==> config.mk <==
export PLATFORM = sky130hd
export DESIGN_NAME = linebuf_ctrl
export DESIGN_NICKNAME = d
export VERILOG_FILES = /design/src/rtl/linebuf_pkg.sv /design/src/rtl/linebuf_raster_cnt.sv /design/src/rtl/linebuf_ctrl.sv
export SDC_FILE = /design/constraint.sdc
export NUM_CORES = 1
export LEC_CHECK = 0
export CORE_MARGIN = 1.5
export CORE_UTILIZATION = 60
export CTS_CLUSTER_SIZE = 8
export DETAILED_ROUTE_END_ITERATION = 12
export DONT_BUFFER_PORTS = 1
export MAX_ROUTING_LAYER = met4
export PLACE_DENSITY = 0.86
export REMOVE_ABC_BUFFERS = 1
export SLEW_MARGIN = 20
export SYNTH_ARGS = -nofsm -noshare
export SYNTH_HDL_FRONTEND = slang
export SYNTH_SLANG_ARGS = --single-unit
==> constraint.sdc <==
create_clock -name clk -period 2.01 [get_ports clk]
set_clock_uncertainty 0.15 [all_clocks]
set_input_delay 0.603 -clock clk [delete_from_list [all_inputs] [get_ports clk]]
set_output_delay 0.603 -clock clk [all_outputs]
set_load 0.1 [all_outputs]
==> src/rtl/linebuf_pkg.sv <==
// Shared types and sizing helpers for the line-buffer sequencer and its raster counters.
// Latency: n/a (compile-time only).
// Backpressure: n/a.
package linebuf_pkg;

   typedef enum logic [1:0] {
      IDLE  = 2'd0,
      RUN   = 2'd1,
      DRAIN = 2'd2,
      DONE  = 2'd3
   } lb_state_t;

   localparam int IMG_W_DEF = 5;
   localparam int IMG_H_DEF = 5;
   localparam int K_DEF     = 3;

   // Counter width for a range of n positions; never narrower than one bit.
   function automatic int cnt_w(input int n);
      return (n <= 1) ? 1 : $clog2(n);
   endfunction

   // Number of fully in-image KxK windows in a w x h frame.
   function automatic int num_win(input int w, input int h, input int k);
      return (h - k + 1) * (w - k + 1);
   endfunction

   localparam int NUM_WIN = num_win(IMG_W_DEF, IMG_H_DEF, K_DEF);

endpackage

==> src/rtl/linebuf_raster_cnt.sv <==
// Raster column/row position counter with clear, enable and wrap flags.
// Latency: position updates on the clock edge after en/clr; flags are combinational from position.
// Backpressure: none; the owner gates en with its own handshake.
module raster_cnt #(
   parameter int W  = 5,
   parameter int H  = 5,
   parameter int CW = 3,
   parameter int RW = 3
) (
   input  logic          clk,
   input  logic          rst,
   input  logic          en,
   input  logic          clr,
   output logic [CW-1:0] col,
   output logic [RW-1:0] row,
   output logic          col_last,
   output logic          frame_last
);

   assign col_last   = (col == CW'(W - 1));
   assign frame_last = col_last && (row == RW'(H - 1));

   // Advance one pixel per enable; wrap the column each line and both at end of frame.
   always_ff @(posedge clk or posedge rst) begin
      if (rst) begin
         col <= '0;
         row <= '0;
      end else if (clr) begin
         col <= '0;
         row <= '0;
      end else if (en) begin
         if (col_last) begin
            col <= '0;
            row <= frame_last ? '0 : row + RW'(1);
         end else begin
            col <= col + CW'(1);
         end
      end
   end

endmodule

==> src/rtl/linebuf_ctrl.sv <==
// Sequencer for the rowbuf chain and KxK window registers: shift enable, position and window-valid flag.
// Latency: shift_en is combinational with the input handshake; win_valid follows the completing accept by 1 cycle.
// Backpressure: an unconsumed window drops in_ready so the window registers never shift under it.
module linebuf_ctrl
   import linebuf_pkg::*;
#(
   parameter int IMG_W = IMG_W_DEF,
   parameter int IMG_H = IMG_H_DEF,
   parameter int K     = K_DEF,
   parameter int CW    = cnt_w(IMG_W),
   parameter int RW    = cnt_w(IMG_H)
) (
   input  logic          clk,
   input  logic          rst,
   input  logic          start,
   input  logic          in_valid,
   output logic          in_ready,
   output logic          shift_en,
   output logic          win_valid,
   input  logic          win_ready,
   output logic [RW-1:0] win_row,
   output logic [CW-1:0] win_col,
   output logic          busy,
   output logic          frame_done
);

   lb_state_t     state, state_nxt;
   logic [CW-1:0] col;
   logic [RW-1:0] row;
   logic          col_last, frame_last;
   logic          last_px;
   logic          in_win;
   logic          cnt_clr;

   assign in_ready   = (state == RUN) && (!win_valid || win_ready);
   assign shift_en   = in_valid && in_ready;
   assign busy       = (state != IDLE);
   assign frame_done = (state == DONE);
   assign cnt_clr    = (state == IDLE) && start;
   assign last_px    = col_last && frame_last;
   // Bottom-right corner of a KxK window has just arrived; guards the offset subtraction.
   assign in_win     = (row >= RW'(K - 1)) && (col >= CW'(K - 1));

   raster_cnt #(
      .W  (IMG_W),
      .H  (IMG_H),
      .CW (CW),
      .RW (RW)
   ) u_pos (
      .clk        (clk),
      .rst        (rst),
      .en         (shift_en),
      .clr        (cnt_clr),
      .col        (col),
      .row        (row),
      .col_last   (col_last),
      .frame_last (frame_last)
   );

   // Frame sequencing: wait for start, stream a frame, flush the last window, pulse done.
   always_comb begin
      state_nxt = state;
      case (state)
         IDLE:    if (start) state_nxt = RUN;
         RUN:     if (shift_en && last_px) state_nxt = DRAIN;
         DRAIN:   if (!win_valid || win_ready) state_nxt = DONE;
         DONE:    state_nxt = IDLE;
         default: state_nxt = IDLE;
      endcase
   end

   // State register.
   always_ff @(posedge clk or posedge rst) begin
      if (rst) state <= IDLE;
      else     state <= state_nxt;
   end

   // Window flag: set with the top-left coordinate on a completing accept, clear on consume.
   always_ff @(posedge clk or posedge rst) begin
      if (rst) begin
         win_valid <= 1'b0;
         win_row   <= '0;
         win_col   <= '0;
      end else if (shift_en && in_win) begin
         win_valid <= 1'b1;
         win_row   <= row - RW'(K - 1);
         win_col   <= col - CW'(K - 1);
      end else if (win_ready) begin
         win_valid <= 1'b0;
      end
   end

endmodule
==> impl_results.md, run 1 <==
- WP data required: 1.26 ns
- Leading area contributor after synthesis: dfrtp_1
- DR WL/cell: 19.4 um
- Setup crit end: shift_en
- Detailed placement HPWL: 1.33 mm
- Switching share of power: 47.0%
- # DRC: 0
- Fmax: 488 MHz
- N_diodes: 0
- Num rows: 13
- Crit path kind: reg2out
- Register area share after synthesis: 43.2%
- Num CTS Buffers: 3
- Min cycle time layout: 2.05 ns
- Max Slew Vio Count: 0
- Buf+Inv Stages, Crit Path: 3
- Area grow syn2layout: 40.7%
- Total grt overflow: 0
- Non-filler cells, final: 131
- Post-Syn Instances: 88
- Final Hold Viols: 0
- HP Class: in2async
- Placeable core area: 1330 sq um
- CP Cell Sequence: inv_2 -> ha_4 -> nand3_4 -> inv_4 -> buf_12
- Synth Cell Area: 870 sq um
- Slowest-stage cell, CP: dfrtp_1
- Tightest Pin Transition: 0.553 ns
- Finished layout cell area: 1220 sq um
- Setup repair after global routing missed its margin: true
- Die footprint: 1690 sq um
- FILL cells: 38
- Most frequent cells in the layout: buf_4 (21), dfrtp_1 (14), nand2_1 (8)
- Critical Path Source: state[1]
- Net Sw Power: 0.000772 W
- Sequential power share: 23.9%
- Synth unique cells: 21
- Register bit total from synthesis: 15
- Final Power: 0.00164 W
- CTS H-tree lvls: 1
- Initial Utilization: 65.2%
- Dpl cell area: 1040 sq um
- Int Pwr: 0.000870 W
- Worst R2R End: state[1]
- Reg2Reg Depth: 6
- Dpl cells: 119
- Routed via count: 792
- Ports: 16
- CTS clk-pin slew, worst paths: 0.10 ns
- First-pass GRT wire length: 3.64 mm
- DR pass1 iterations: 4
- Max Cap Viol: 0
- CTS Hold Bufs: 0
- Mean post-synth cell area: 9.88 sq um
- Clk_lat worst skew: 0.29 ns
- Final worst-path cycle share: 102%
- CP Depth: 5
- Initial antenna violation count: 0
- Die width: 41.1 um
- Largest net degree at the start of global routing: 16
- Max stage delay on crit path: 0.41 ns
- TritonCTS clock tree: built
- YS warnings: 0
- Final wirelength: 2.54 mm
- Max VDD drop: 0.00121 V
- Pleak: 0.579 nW
- Min Hold Slack: 0.0801 ns
- Post-synth top area share: 43.2%
- Sink Count: 15
- Fin nets: 133
- DRT iter0 DRCs: 64
- Count of final setup violators: 4
- Layout cells sized above 1: 48.3%
- Comb power frac: 65.1%
- Worst-path fanout max: 3
- Pwr/cell area: 1340 nW/um^2
- Vias in the first global route: 790
- Root Buffer: clkbuf_4
- CP Data Arrival Time: 1.30 ns
- Most area-consuming cells after synthesis: dfrtp_1 (43%), ha_1 (16%), o21ai_2 (6.0%)
- Final ANT Viol Nets: 0
- Type of origin of the critical path: register
- I/O Buffers: 0
- Most common cell after layout, fill and taps aside: buf_4
- Status: finished, violations left
- Beginning of the worst register-to-register path: u_pos.row[0]
- Worst reg2reg setup slack: -0.04 ns
- CP top delay family: flip-flops
- Type of destination of the critical path: output port
- DIE HEIGHT: 41.1 um
- Vias/cell: 6.05
- Clk network pwr share: 11.0%
- Violated checks: setup timing
- Max-Slew Margin vs Limit: 63.1%
- Final WS setup: -0.0395 ns
- GRT Util Overall: 35.4%
- Longest Clk Path Bufs: 2
- Placer Congestion: 0.855
routing by layer:
metal | global-route usage [%] | part of all wire (%)
met3 | 14.7 | 7.7
met1 | 39.9 | 36
met5 | - | 0
met4 | 26.7 | 4.5
met2 | 49.2 | 51
synthesized netlist by cell type:
master / count
a2111o_1: 1
o21ai_2: 6
nor2_1: 6
nand2_2: 3
and4_1: 1
o32a_1: 1
mux2i_1: 2
nor3_1: 3
a221oi_2: 1
inv_1: 13
o21ai_0: 2
dfrtp_1: 15
mux2_1: 1
a21oi_1: 4
nor2b_1: 2
nand3_1: 4
ha_1: 11
nand2_1: 8
buf_6: 1
nand2b_1: 2
a31oi_1: 1
per-stage QoR:
step | setup slack, ns | utilization [%] | TNS, ns
floorplan | -1.06 | - | -3.08
global placement | 0.0775 | 78.3 | 0
detailed placement | 0.0641 | 78.3 | 0
CTS | -0.0289 | 85.6 | -0.0579
global route | -0.122 | 91.7 | -0.432
finish | -0.0395 | 91.7 | -0.141
state kept, by name, indices dropped and copies added (netlist names):
signal     cells
u_pos.col      3
u_pos.row      3
win_col        3
win_row        3
state          2
win_valid      1
worst min path at each step:
stage	to	slack, ns	cells past startpoint
CTS	win_row[2]	0.1	1
detailed placement	win_row[0]	0.34	2
finish	win_row[0]	0.08	1
global route	win_row[2]	0.13	1
global placement	win_row[0]	0.31	2
floorplan	win_col[1]	0.33	1
power by group through the flow:
stage	logic, W	clock network, W	registers, W
after CTS	0.000884	0.000178	0.000387
after detailed placement	0.000769	0	0.000391
final	0.00107	0.000181	0.000393
after floorplan	0.000532	0	0.000386
after global routing	0.00113	0.000195	0.000399
after global placement	0.000746	0	0.000384
cell type report:
cell class	count	area [sq um]	share of cell area [%]
timing repair buffer	25	238	19.4
clock inverter	1	5.00	0.409
clock buffer	3	22.5	1.84
sequential	15	377	30.8
inverter	13	56.3	4.60
multi-input combinational	59	507	41.4
tap	15	18.8	1.53
logic make-up after synthesis:
logic type | after synthesis | share of synthesized area [%]
muxes | 3 | 3.60
and+or+nand+nor | 29 | 16.1
buffers and inverters | 14 | 6.91
adders and majority gates | 11 | 15.8
DFF | 15 | 43.2
AOI/OAI and AO/OA | 16 | 14.4
worst register-to-register path: stages (launching register included):
cell      delay (ns)
dfrtp_1         0.44
inv_2           0.11
ha_1            0.21
and4_4          0.27
a31oi_2         0.12
a221oi_2        0.27
mux2_1          0.37
timing repair:
item,CTS,global route
gates resized for setup,13,15
pin swaps,2,3
cloned,0,0
endpoints found under the setup margin,3,11
endpoints found under the hold margin,0,0
setup buffers,4,4
Power figures use the tool's default switching activity.
==> run 2, diff against run 1 <==
--- a/config.mk
+++ b/config.mk
@@ -6,12 +6,12 @@
 export NUM_CORES = 1
 export LEC_CHECK = 0
 export CORE_MARGIN = 1.5
-export CORE_UTILIZATION = 60
+export CORE_UTILIZATION = 64
 export CTS_CLUSTER_SIZE = 8
 export DETAILED_ROUTE_END_ITERATION = 12
 export DONT_BUFFER_PORTS = 1
 export MAX_ROUTING_LAYER = met4
-export PLACE_DENSITY = 0.86
+export PLACE_DENSITY = 0.9
 export REMOVE_ABC_BUFFERS = 1
 export SLEW_MARGIN = 20
 export SYNTH_ARGS = -nofsm -noshare
==> constraint.sdc (replaced) <==
create_clock -name clk -period 2.5 [get_ports clk]
set_clock_uncertainty 0.15 [all_clocks]
set_input_delay 0.75 -clock clk [delete_from_list [all_inputs] [get_ports clk]]
set_output_delay 0.75 -clock clk [all_outputs]
set_load 0.1 [all_outputs]
==> impl_results.md, run 2 (synthesis gave the netlist of run 1 again) <==
- I/O Buffers: 0
- Wire length on met1: 690 um
- Die width: 39.9 um
- Min cycle time layout: 2.37 ns
- Largest net degree at the start of global routing: 16
- Finished layout cell area: 1030 sq um
- Type of origin of the critical path: register
- Num CTS Buffers: 3
- CTS resizes: 0
- TritonCTS clock tree: built
- Count of final setup violators: 0
- Area grow syn2layout: 18.3%
- CP Cell Sequence: inv_1 -> ha_1 -> nand3_1 -> inv_1 -> buf_12
- Pleak: 0.510 nW
- Vias/cell: 5.54
- Sink Count: 15
- DR WL/cell: 13.8 um
- Placer Congestion: 0.865
- Met3 WL: 72 um
- Met2 wire len: 815 um
- Setup repair after global routing missed its margin: false
- Max VDD drop: 0.000844 V
- Worst reg2reg setup slack: 0.48 ns
- Die footprint: 1590 sq um
- Non-filler cells, final: 119
- Setup Fix Bufs, Post-CTS: 0
- CTS Hold Bufs: 0
- Final wirelength: 1.65 mm
- Crit path kind: reg2out
- First-pass GRT wire length: 2.60 mm
- Worst R2R End: state[1]
- Status: completed
- N_diodes: 0
- Setup TNS: 0 ns
- WP data required: 1.60 ns
- Detailed placement HPWL: 1.37 mm
- Dpl cells: 115
- Root Buffer: clkbuf_4
- Final Hold Viols: 0
- DIE HEIGHT: 39.9 um
- Min Hold Slack: 0.231 ns
- Final Power: 0.00102 W
- Dpl cell area: 1000 sq um
- Fin nets: 121
- Tightest Pin Transition: 0.536 ns
- Placeable core area: 1280 sq um
- CTS clk-pin slew, worst paths: 0.09 ns
- Clk_lat worst skew: 0.28 ns
- Max-Slew Margin vs Limit: 64.3%
- Initial antenna violation count: 0
- Initial Utilization: 67.7%
- Worst-path fanout max: 4
- Vias in the first global route: 645
- Longest Clk Path Bufs: 2
- Reg2Reg Depth: 6
- CP Data Arrival Time: 1.47 ns
- Max stage delay on crit path: 0.42 ns
- Most common cell after layout, fill and taps aside: dfrtp_1
- Top sig layer: met4
- Most used cell, CP: inv_1
- Buf+Inv Stages, Crit Path: 3
- DR pass1 iterations: 4
- Num rows: 13
- Slowest-stage cell, CP: dfrtp_1
- Layout cells sized above 1: 26.0%
- Final worst-path cycle share: 94.9%
- GRT Util Overall: 26.3%
- Final ANT Viol Nets: 0
- Beginning of the worst register-to-register path: u_pos.col[0]
- Pwr/cell area: 990 nW/um^2
- CTS H-tree lvls: 1
- Fmax: 422 MHz
- Total grt overflow: 0
- # DRC: 0
- HP Class: in2async
- Max Cap Viol: 0
- Max Slew Vio Count: 0
- CP top delay family: buffers and inverters
- Ports: 16
- DRT iter0 DRCs: 13
- Routed via count: 659
- Most frequent cells in the layout: dfrtp_1 (15), inv_1 (13), ha_1 (11), buf_4 (11), nand2_1 (8)
- Type of destination of the critical path: output port
## run 2: cell count changes in the layout (fill, tap and decap cells not counted), moves of 2 or more
cell    delta
buf_12     -2
inv_1      +6
ha_1       +4
inv_2      -3
inv_4      -3
buf_4     -10
ha_4       -3
## run 2: area by class of cell
cell class              count  area, sq um
clock buffers               4         26.3
fillers                    69          256
inverters                  13         48.8
multi-input cells          59          437
flip-flops and latches     15          375
well taps                  15         18.8
repair buffers             13          123
## run 2: metal layers
metal  up-vias  GRT usage [%]
met5         -              -
met4         0           18.1
met3         8           8.52
met2        18           40.3
met1       309           28.4
li1        324              -
## run 2: worst max-delay path by stage
stage                     startpoint  endpoint  slack, ns  cells after the start
final                       state[1]  shift_en       0.13                      5
after global routing        state[1]  shift_en       0.02                      5
after detailed placement   win_ready  shift_en       0.24                      4
after CTS                   state[1]  shift_en       0.14                      5
after global placement     win_ready  shift_en       0.25                      4
after floorplan            win_valid  in_ready      -0.71                      2
## run 2: where the power goes
group | internal (W) | leakage [nW] | total [W] | switching [W]
sequential | 0.000278 | 0.203 | 0.000313 | 0.0000349
clock | 0.0000620 | 0.0150 | 0.000137 | 0.0000748
combinational | 0.000178 | 0.292 | 0.000568 | 0.000390
total | 0.000518 | 0.510 | 0.00102 | 0.000500
## run 2: stage by stage
step                      setup WS [ns]  utilization, %
after global placement            0.249            78.0
after global routing             0.0180            80.0
after detailed placement          0.240            78.0
after CTS                         0.144            80.0
after floorplan                  -0.715               -
final                             0.128            80.0
